==> src/rtl/ball_collision_ctrl.sv <==
// Per-frame ball collision controller: pulls ball steps over a req/ack handshake and
// reports wall/platform collisions, ball loss and frame completion.
module ball_collision_ctrl #(
  parameter int unsigned SCREEN_W  = 640,
  parameter int unsigned SCREEN_H  = 480,
  parameter int unsigned PLAT_W    = 64,
  parameter int unsigned SIZE_W    = 4,
  parameter int unsigned MAX_STEPS = 8
) (
  input  logic              clk,
  input  logic              rst,
  input  logic              i_cal_frame,
  input  logic              i_game_start,
  output logic              o_ball_req,
  input  logic              i_ball_ack,
  input  logic              i_ball_frame_term,
  input  logic [9:0]        i_ballX,
  input  logic [8:0]        i_ballY,
  input  logic [SIZE_W-1:0] i_ball_size,
  input  logic [1:0]        i_ball_speedX,
  input  logic [1:0]        i_ball_speedY,
  input  logic [9:0]        i_platX,
  input  logic [8:0]        i_platY,
  output logic              o_ball_collision,
  output logic [5:0]        o_direc_var,
  output logic              o_ball_lost,
  output logic              o_frame_done,
  output logic              o_err_watchdog
);

  localparam int unsigned SUM_W   = 11;
  localparam int unsigned CNT_W   = $clog2(MAX_STEPS + 1);
  localparam int unsigned ZONE_SH = $clog2(PLAT_W / 16);
  localparam logic [5:0]  CODE_FLIP_X = 6'd18;
  localparam logic [5:0]  CODE_FLIP_Y = 6'd19;
  localparam logic [1:0]  SPD_POS = 2'b01;
  localparam logic [1:0]  SPD_NEG = 2'b11;

  typedef enum logic [2:0] {IDLE, REQ, CHECK, COLL, DONE} state_t;

  state_t             state_q, state_d;
  logic [CNT_W-1:0]   cnt_q, cnt_d;
  logic               pend_y_q, pend_y_d;
  logic               wd_d, req_d, coll_d, lost_d, done_d;
  logic [5:0]         direc_d;

  logic [9:0]         bx_q, px_q;
  logic [8:0]         by_q, py_q;
  logic [SIZE_W-1:0]  bs_q;
  logic [1:0]         bvx_q, bvy_q;
  logic               hs;

  assign hs = o_ball_req & i_ball_ack;

  // Ball and platform snapshot taken on each accepted step
  always_ff @(posedge clk) begin
    if (rst) begin
      bx_q  <= '0;
      by_q  <= '0;
      bs_q  <= '0;
      bvx_q <= '0;
      bvy_q <= '0;
      px_q  <= '0;
      py_q  <= '0;
    end else if (hs) begin
      bx_q  <= i_ballX;
      by_q  <= i_ballY;
      bs_q  <= i_ball_size;
      bvx_q <= i_ball_speedX;
      bvy_q <= i_ball_speedY;
      px_q  <= i_platX;
      py_q  <= i_platY;
    end
  end

  logic [SUM_W-1:0] x_w, y_w, s_w, px_w, py_w, ctr_w, diff_w, off_w;
  logic             floor_hit, plat_hit, side_hit, top_hit;
  logic [5:0]       zone_code;

  assign x_w  = SUM_W'(bx_q);
  assign y_w  = SUM_W'(by_q);
  assign s_w  = SUM_W'(bs_q);
  assign px_w = SUM_W'(px_q);
  assign py_w = SUM_W'(py_q);

  // Geometry checks on the latched step
  always_comb begin
    floor_hit = (bvy_q == SPD_POS) && (y_w + s_w >= SUM_W'(SCREEN_H - 1));
    plat_hit  = (bvy_q == SPD_POS) && (y_w + s_w + SUM_W'(1) == py_w) &&
                (x_w + s_w >= px_w) && (x_w <= px_w + SUM_W'(PLAT_W - 1));
    side_hit  = ((bvx_q == SPD_NEG) && (x_w == '0)) ||
                ((bvx_q == SPD_POS) && (x_w + s_w == SUM_W'(SCREEN_W - 1)));
    top_hit   = (bvy_q == SPD_NEG) && (y_w == '0);
    ctr_w     = x_w + (s_w >> 1);
    diff_w    = ctr_w - px_w;
    if (ctr_w < px_w) begin
      off_w = '0;
    end else if (diff_w > SUM_W'(PLAT_W - 1)) begin
      off_w = SUM_W'(PLAT_W - 1);
    end else begin
      off_w = diff_w;
    end
    zone_code = 6'(off_w >> ZONE_SH) + 6'd1;
  end

  // Next state and next registered outputs
  always_comb begin
    state_d  = state_q;
    cnt_d    = cnt_q;
    pend_y_d = 1'b0;
    wd_d     = o_err_watchdog;
    coll_d   = 1'b0;
    direc_d  = '0;
    lost_d   = 1'b0;
    done_d   = 1'b0;

    case (state_q)
      IDLE: begin
        if (i_cal_frame) begin
          state_d = REQ;
          cnt_d   = '0;
          wd_d    = 1'b0;
        end
      end
      REQ: begin
        if (i_ball_frame_term) begin
          state_d = DONE;
        end else if (hs) begin
          if (cnt_q == CNT_W'(MAX_STEPS)) begin
            wd_d    = 1'b1;
            state_d = DONE;
          end else begin
            cnt_d   = cnt_q + CNT_W'(1);
            state_d = CHECK;
          end
        end
      end
      CHECK: begin
        if (floor_hit) begin
          lost_d  = 1'b1;
          state_d = DONE;
        end else if (plat_hit) begin
          coll_d  = 1'b1;
          direc_d = zone_code;
          state_d = COLL;
        end else if (side_hit) begin
          coll_d   = 1'b1;
          direc_d  = CODE_FLIP_X;
          pend_y_d = top_hit;
          state_d  = COLL;
        end else if (top_hit) begin
          coll_d  = 1'b1;
          direc_d = CODE_FLIP_Y;
          state_d = COLL;
        end else begin
          state_d = REQ;
        end
      end
      COLL: begin
        // Corner hit: second pulse carries the Y flip on the following cycle
        if (pend_y_q) begin
          coll_d  = 1'b1;
          direc_d = CODE_FLIP_Y;
        end else begin
          state_d = REQ;
        end
      end
      DONE: begin
        done_d  = 1'b1;
        state_d = IDLE;
      end
      default: state_d = IDLE;
    endcase

    req_d = (state_d == REQ);

    if (i_game_start) begin
      state_d  = IDLE;
      pend_y_d = 1'b0;
      req_d    = 1'b0;
      coll_d   = 1'b0;
      direc_d  = '0;
      lost_d   = 1'b0;
      done_d   = 1'b0;
    end
  end

  always_ff @(posedge clk) begin
    if (rst) begin
      state_q          <= IDLE;
      cnt_q            <= '0;
      pend_y_q         <= 1'b0;
      o_ball_req       <= 1'b0;
      o_ball_collision <= 1'b0;
      o_direc_var      <= '0;
      o_ball_lost      <= 1'b0;
      o_frame_done     <= 1'b0;
      o_err_watchdog   <= 1'b0;
    end else begin
      state_q          <= state_d;
      cnt_q            <= cnt_d;
      pend_y_q         <= pend_y_d;
      o_ball_req       <= req_d;
      o_ball_collision <= coll_d;
      o_direc_var      <= direc_d;
      o_ball_lost      <= lost_d;
      o_frame_done     <= done_d;
      o_err_watchdog   <= wd_d;
    end
  end

endmodule
==> config.mk <==
export PLATFORM = sky130hd
export DESIGN_NAME = ball_collision_ctrl
export DESIGN_NICKNAME = d
export VERILOG_FILES = /design/src/rtl/ball_collision_ctrl.sv
export SDC_FILE = /design/constraint.sdc
export NUM_CORES = 1
export LEC_CHECK = 0
export ABC_AREA = 0
export ABC_CLOCK_PERIOD_IN_PS = 6700
export BUFFER_PORTS_ARGS = -buffer_cell sky130_fd_sc_hd__buf_2
export CAP_MARGIN = 0
export CORE_AREA = 5 5 94 96
export CTS_CLUSTER_DIAMETER = 150
export CTS_CLUSTER_SIZE = 14
export DETAILED_ROUTE_END_ITERATION = 10
export DIE_AREA = 0 0 99 101
export PLACE_DENSITY = 0.94
export RECOVER_POWER = 50
export SLEW_MARGIN = 30
export SYNTH_ARGS = -nofsm -noshare
export SYNTH_HDL_FRONTEND = slang
export SYNTH_SLANG_ARGS = --single-unit
export TNS_END_PERCENT = 10
==> constraint.sdc <==
create_clock -name clk -period 6.7 [get_ports clk]
set_input_delay 1.005 -clock clk [delete_from_list [all_inputs] [get_ports clk]]
set_output_delay 1.005 -clock clk [all_outputs]
set_load 0.005 [all_outputs]
After elaboration in Yosys (flattened, before gate mapping)
Index checks and enable logic that the tools add are counted.
{"block": "totals", "register_bits": 65, "inputBits": 52}
{"block": "op_classes", "addsub": 8, "order_cmp": 5, "eq_ne": 17, "n_mux": 36, "bitwise_logic": 3, "reduce_logical": 17}
{"op": "zero test 11 bit", "n": 2}
{"op": "two-way mux 3 bit", "n": 6}
{"op": "two-way mux 4 bit", "n": 4}
{"op": "two-way mux 8 bit", "n": 2}
{"op": "two-way mux 5 bit", "n": 3}
{"op": "two-way mux 6 bit", "n": 2}
{"op": "case mux 3 bit (4 select lines)", "n": 1}
{"op": "case mux 6 bit (2 select lines)", "n": 1}
{"op": "adder 10 x 1 -> 11 bit, second input constant", "n": 1}
{"op": "adder 10 x 3 -> 11 bit", "n": 1}
{"op": "adder 10 x 4 -> 11 bit", "n": 1}
{"op": "adder 10 x 6 -> 11 bit, second input constant", "n": 1}
{"op": "== test 11 x 10 -> 1 bit, second input constant", "n": 1}
{"op": "== test 11 x 9 -> 1 bit", "n": 1}
{"op": ">= comparator 11 x 10 -> 1 bit", "n": 1}
{"op": ">= comparator 11 x 9 -> 1 bit, second input constant", "n": 1}
{"op": "greater-than comparator 11 x 6 -> 1 bit, second input constant", "n": 1}
{"op": "less-or-equal comparator 10 x 11 -> 1 bit", "n": 1}
{"op": "< comparator 11 x 10 -> 1 bit", "n": 1}
{"op": "two-way mux 1 bit", "n": 11}
{"op": "subtractor 11 x 10 -> 11 bit", "n": 1}
{"op": "adder 9 x 4 -> 10 bit", "n": 1}
{"op": "!= test 2 bit, second input constant", "n": 5}
{"op": "AND reduction 5 bit", "n": 2}
{"op": "20 further kinds", "n": 34}

Longest topological paths before layout
{"block": "depth", "word_depth": 10, "depth_mapped": 17, "mapped_depth_nobuf": 17}

Worst setup path before layout
No wires, ideal clock.
{"block": "synth_path", "path_kind": "register to register", "start": "register bs_q[1]", "end": "register o_direc_var[4]", "setup_ns": 0.126, "arrival_ns": 3.232, "required_ns": 6.574, "path_slack_ns": 3.342, "stages_incl_launch_ff": 17, "path_buffers": 0, "synth_period_minus_slack_ns": 3.358, "cell_sequence": "dfxtp_1 -> ha_1 -> fa_1 -> a21oi_1 -> nor2b_1 -> xnor2_1 -> ha_1 -> a21oi_1 -> a32oi_1 -> a221o_1 -> xor2_1 -> o31ai_1 -> inv_1 -> ha_1 -> o31a_1 -> nand4_1 -> o21ai_0"}
{"block": "synth_via", "elab_chain_len": 9, "word_cells_on_any_way": 24, "classes_between": "add/sub (6); order compare (4); eq/ne (2); mux (6); reduce/logical (6)"}
{"element": "start, declared", "line_no": "49", "rtl": "logic [SIZE_W-1:0] bs_q;"}
{"element": "start signal, assigned", "line_no": "68", "rtl": "bs_q <= i_ball_size;"}
{"element": "adder 10 x 3 -> 11 bit / adder 9 x 4 -> 10 bit (equally long branches)", "line_no": "94, 88, 89"}
{"element": "subtractor 11 x 10 -> 11 bit / adder 10 x 1 -> 11 bit (equally long branches)", "line_no": "95, 89"}
{"element": "greater-than comparator 11 x 6 -> 1 bit / == test 11 x 9 -> 1 bit (equally long branches)", "line_no": "98, 89"}
{"element": "two-way mux 8 bit / logical AND 1 bit (equally long branches)", "line_no": "98, 89"}
{"element": "two-way mux 8 bit / logical AND 1 bit (equally long branches)", "line_no": "96, 89"}
{"element": "adder 6 x 1 -> 6 bit / logical AND 1 bit (equally long branches)", "line_no": "103, 90"}
{"element": "two-way mux 6 bit", "line_no": "142", "rtl": "end else if (plat_hit) begin"}
{"element": "two-way mux 6 bit *", "line_no": "139", "rtl": "if (floor_hit) begin"}
{"element": "case mux 6 bit (2 select lines) *", "line_no": "117", "rtl": "case (state_q)"}
{"element": "end signal, assigned", "line_no": "205", "rtl": "o_direc_var <= direc_d;"}
{"element": "end, declared", "line_no": "25", "rtl": "output logic [5:0] o_direc_var,"}
Every way passes the cells marked *; elsewhere a longest branch is shown, timed or not.
A chain may end at the register's enable or synchronous reset.

Worst setup path after layout
Same ends and word-level chain as after synthesis.

==> flow_summary.toml <==
[final_layout]
drive_gt1_frac = 0.1376
final_cell_mix = "nand2_1, a21oi_1, dfxtp_1"
layout_commonest_cell = "nand2_1"
fin_cells = 781
fin_nets = 773
fin_util = 0.6788
diodes = 0
synthToLayoutAreaGrowth_pct = 10.93

[place]
pre_cts_slack_ps = 2777
detailed_place_hpwl_um = 9566
gp_congestion = 0.9840
dp_cells = 765
port_buffers = 62

[critical_path]
required_ps = 6930
path_class = "reg -> reg"
start_kind = "flip-flop"
crit_fanout = 6
cp_cell_sequence = "ha_1, fa_1, a21oi_1, nor2b_1, xnor2_1, ha_1, o2111ai_1, a32oi_1, mux2_2, nand4_1, o31ai_1, inv_1, ha_1, o31a_1, nand4_1, o21ai_0"
cp_common_cell = "ha_1"
crit_arrival_ps = 4230
crit_buf_inv = 1
critPathMaxStageDelay_ps = 420
worstSetupEndpointType = "flip-flop"
cpMaxStageDelayCell = "fa_1"
cp_top_family = "compound AO/OA/AOI/OAI gates"

[yosys]
synth_enable_flop_cells = 0
synthCells = 621
synth_seq_cells = 65
yosys.cell_types.count = 67
seq_area_frac_synth = 0.2669
yosys_warnings = 0
syn-num-nets = 723
ys.flop_type = "dfxtp_1"
async_flop_share = 0
syn_area_per_cell_um2 = 7.852
synth_area_mm2 = 0.004876

[detailed_routing]
first_pass_iters = 5
drt_iter0_drc = 360
ant_nets = 0
detail_route.wl_per_cell_um = 15.97
vias_per_cell = 5.942
drc = 0
totalWireLength_um = 12470
vias = 4641

[timing]
rsz0062_at_grt = "no"
finalCritPeriodShare = 0.5977
period_minus_slack_ps = 4005
setup_viol = 0
finalSetupTns_ps = 0
hold_viol = 0
finalClockSkew_ps = 9.483
max_freq_ghz = 0.2497
drv_slew = 49
fin_ws_ps = 2695
relSlewSlack = -0.3441
tightest_slew_ps = 2016

[pwr]
vdd_drop_max_uv = 127.7
p_leak_uw = 0.002223
combPwrFrac = 0.186
internal_power_uw = 603.8
power.density_mw_per_mm2 = 162.2
total_power_uw = 877.1
p_clk_frac = 0.351
switching_share = 0.3116
p_sw_uw = 273.3
seqPwrFrac = 0.462

[die]
fp.dieW_um = 99
io_pins = 63
start_util = 0.6119
core.rowCount = 33
design.die.area_mm2 = 0.009999
core_mm2 = 0.007969
die_h_um = 101

[run_status]
failed_checks = "max-capacitance violations, max-slew violations"
status = "complete, but fails checks"

[global_routing]
grt_pass1_wl_um = 20650
grt_pass1_vias = 4515
antenna_found_initial = 0
grt_max_degree = 52
track_usage = 0.2527
overflow = 0

[clocking]
cts_root_buf = "clkbuf_8"
clk_pin_slew_ps = 70
cts_buffer_depth = 2
cts_setup_buffers = 0
holdBufCountCts = 0
cts_tree = "built"
clock-sinks = 65
htree_levels = 3
cts_buffers = 9
worstSkewPairLatency_ps = 360
cts_resized = 0

[run]
drv_cap = 1

[hold_path]
hold_path_class = "reg -> reg"
-- power by group through the flow --
stage	Combinational (µW)	Clock (µW)	Sequential, µW
after global routing	182	328	407
after detailed placement	161	0	414
final	163	308	406
after global placement	154	0	414
after floorplan	122	0	408
after CTS	162	310	405
-- cell families (layout without fill, tap and decap cells) --
kind of cell    count (synthesis)  in the layout  synth area share
compound gates                153            153            0.2166
xor+xnor                       53             53           0.09982
fa+ha+maj                      50             50            0.1345
buf+inv                        54            109           0.04208
flops                          65             65            0.2669
mux                             2              2          0.004362
other cells                     1              1         0.0007691
simple gates                  243            243            0.2351
-- registers in the layout, summed over array words and instances (netlist names), 2 cells and up --
| name | flops |
|---|---|
| bx_q | 10 |
| px_q | 10 |
| by_q | 9 |
| py_q | 9 |
| o_direc_var | 6 |
| bs_q | 4 |
| cnt_q | 4 |
| state_q | 3 |
| bvx_q | 2 |
| bvy_q | 2 |
-- tightest hold or removal path: stages, from the launching register on --
cell     delay [ps]
dfxtp_1         310
nand2_1          50
a21oi_1          50
-- path summary, 6_finish.rpt --
check,slack (ps),cells after the start,end,startpoint
max reg2reg,2700,16,o_direc_var[4],bs_q[1]
min,460,2,bvx_q[0],bvx_q[0]
max,2700,16,o_direc_var[4],bs_q[1]
min reg2reg,460,2,bvx_q[0],bvx_q[0]
-- cell usage after synthesis, drive strengths merged, types with 12 or more instances --
| library cell | count | share of area |
|---|---|---|
| a21oi | 66 | 0.069 |
| clkbuf | 18 | 0.014 |
| dfxtp | 65 | 0.27 |
| ha | 46 | 0.12 |
| inv | 29 | 0.022 |
| nand2 | 114 | 0.088 |
| nand3 | 12 | 0.012 |
| nor2 | 38 | 0.029 |
| nor3 | 16 | 0.016 |
| o21ai | 18 | 0.018 |
| xnor2 | 34 | 0.061 |
| xor2 | 18 | 0.034 |
-- layer usage --
layer  track usage  routed length, µm
met5             0                  0
met4        0.1061                414
met3       0.05675                820
met2        0.4318               6014
met1        0.3060               5221
-- area by class of cell --
type	instances	area [µm²]
Timing Repair Buffer	64	320.3
Inverter	29	108.9
Fill cell	663	2560
Sequential cell	65	1301
Clock inverter	7	53.80
Multi-Input combinational cell	502	3369
Tap cell	105	131.4
Clock buffer	9	123.9
-- through the flow --
step | hold WS (ps) | area (µm²)
after floorplan | 431.8 | 4876
after global placement | 440.6 | 5236
after detailed placement | 455.5 | 5236
after CTS | 465.8 | 5414
after global routing | 476.9 | 5409
final | 464.7 | 5409
No activity file was read; power rests on OpenSTA's default activity.
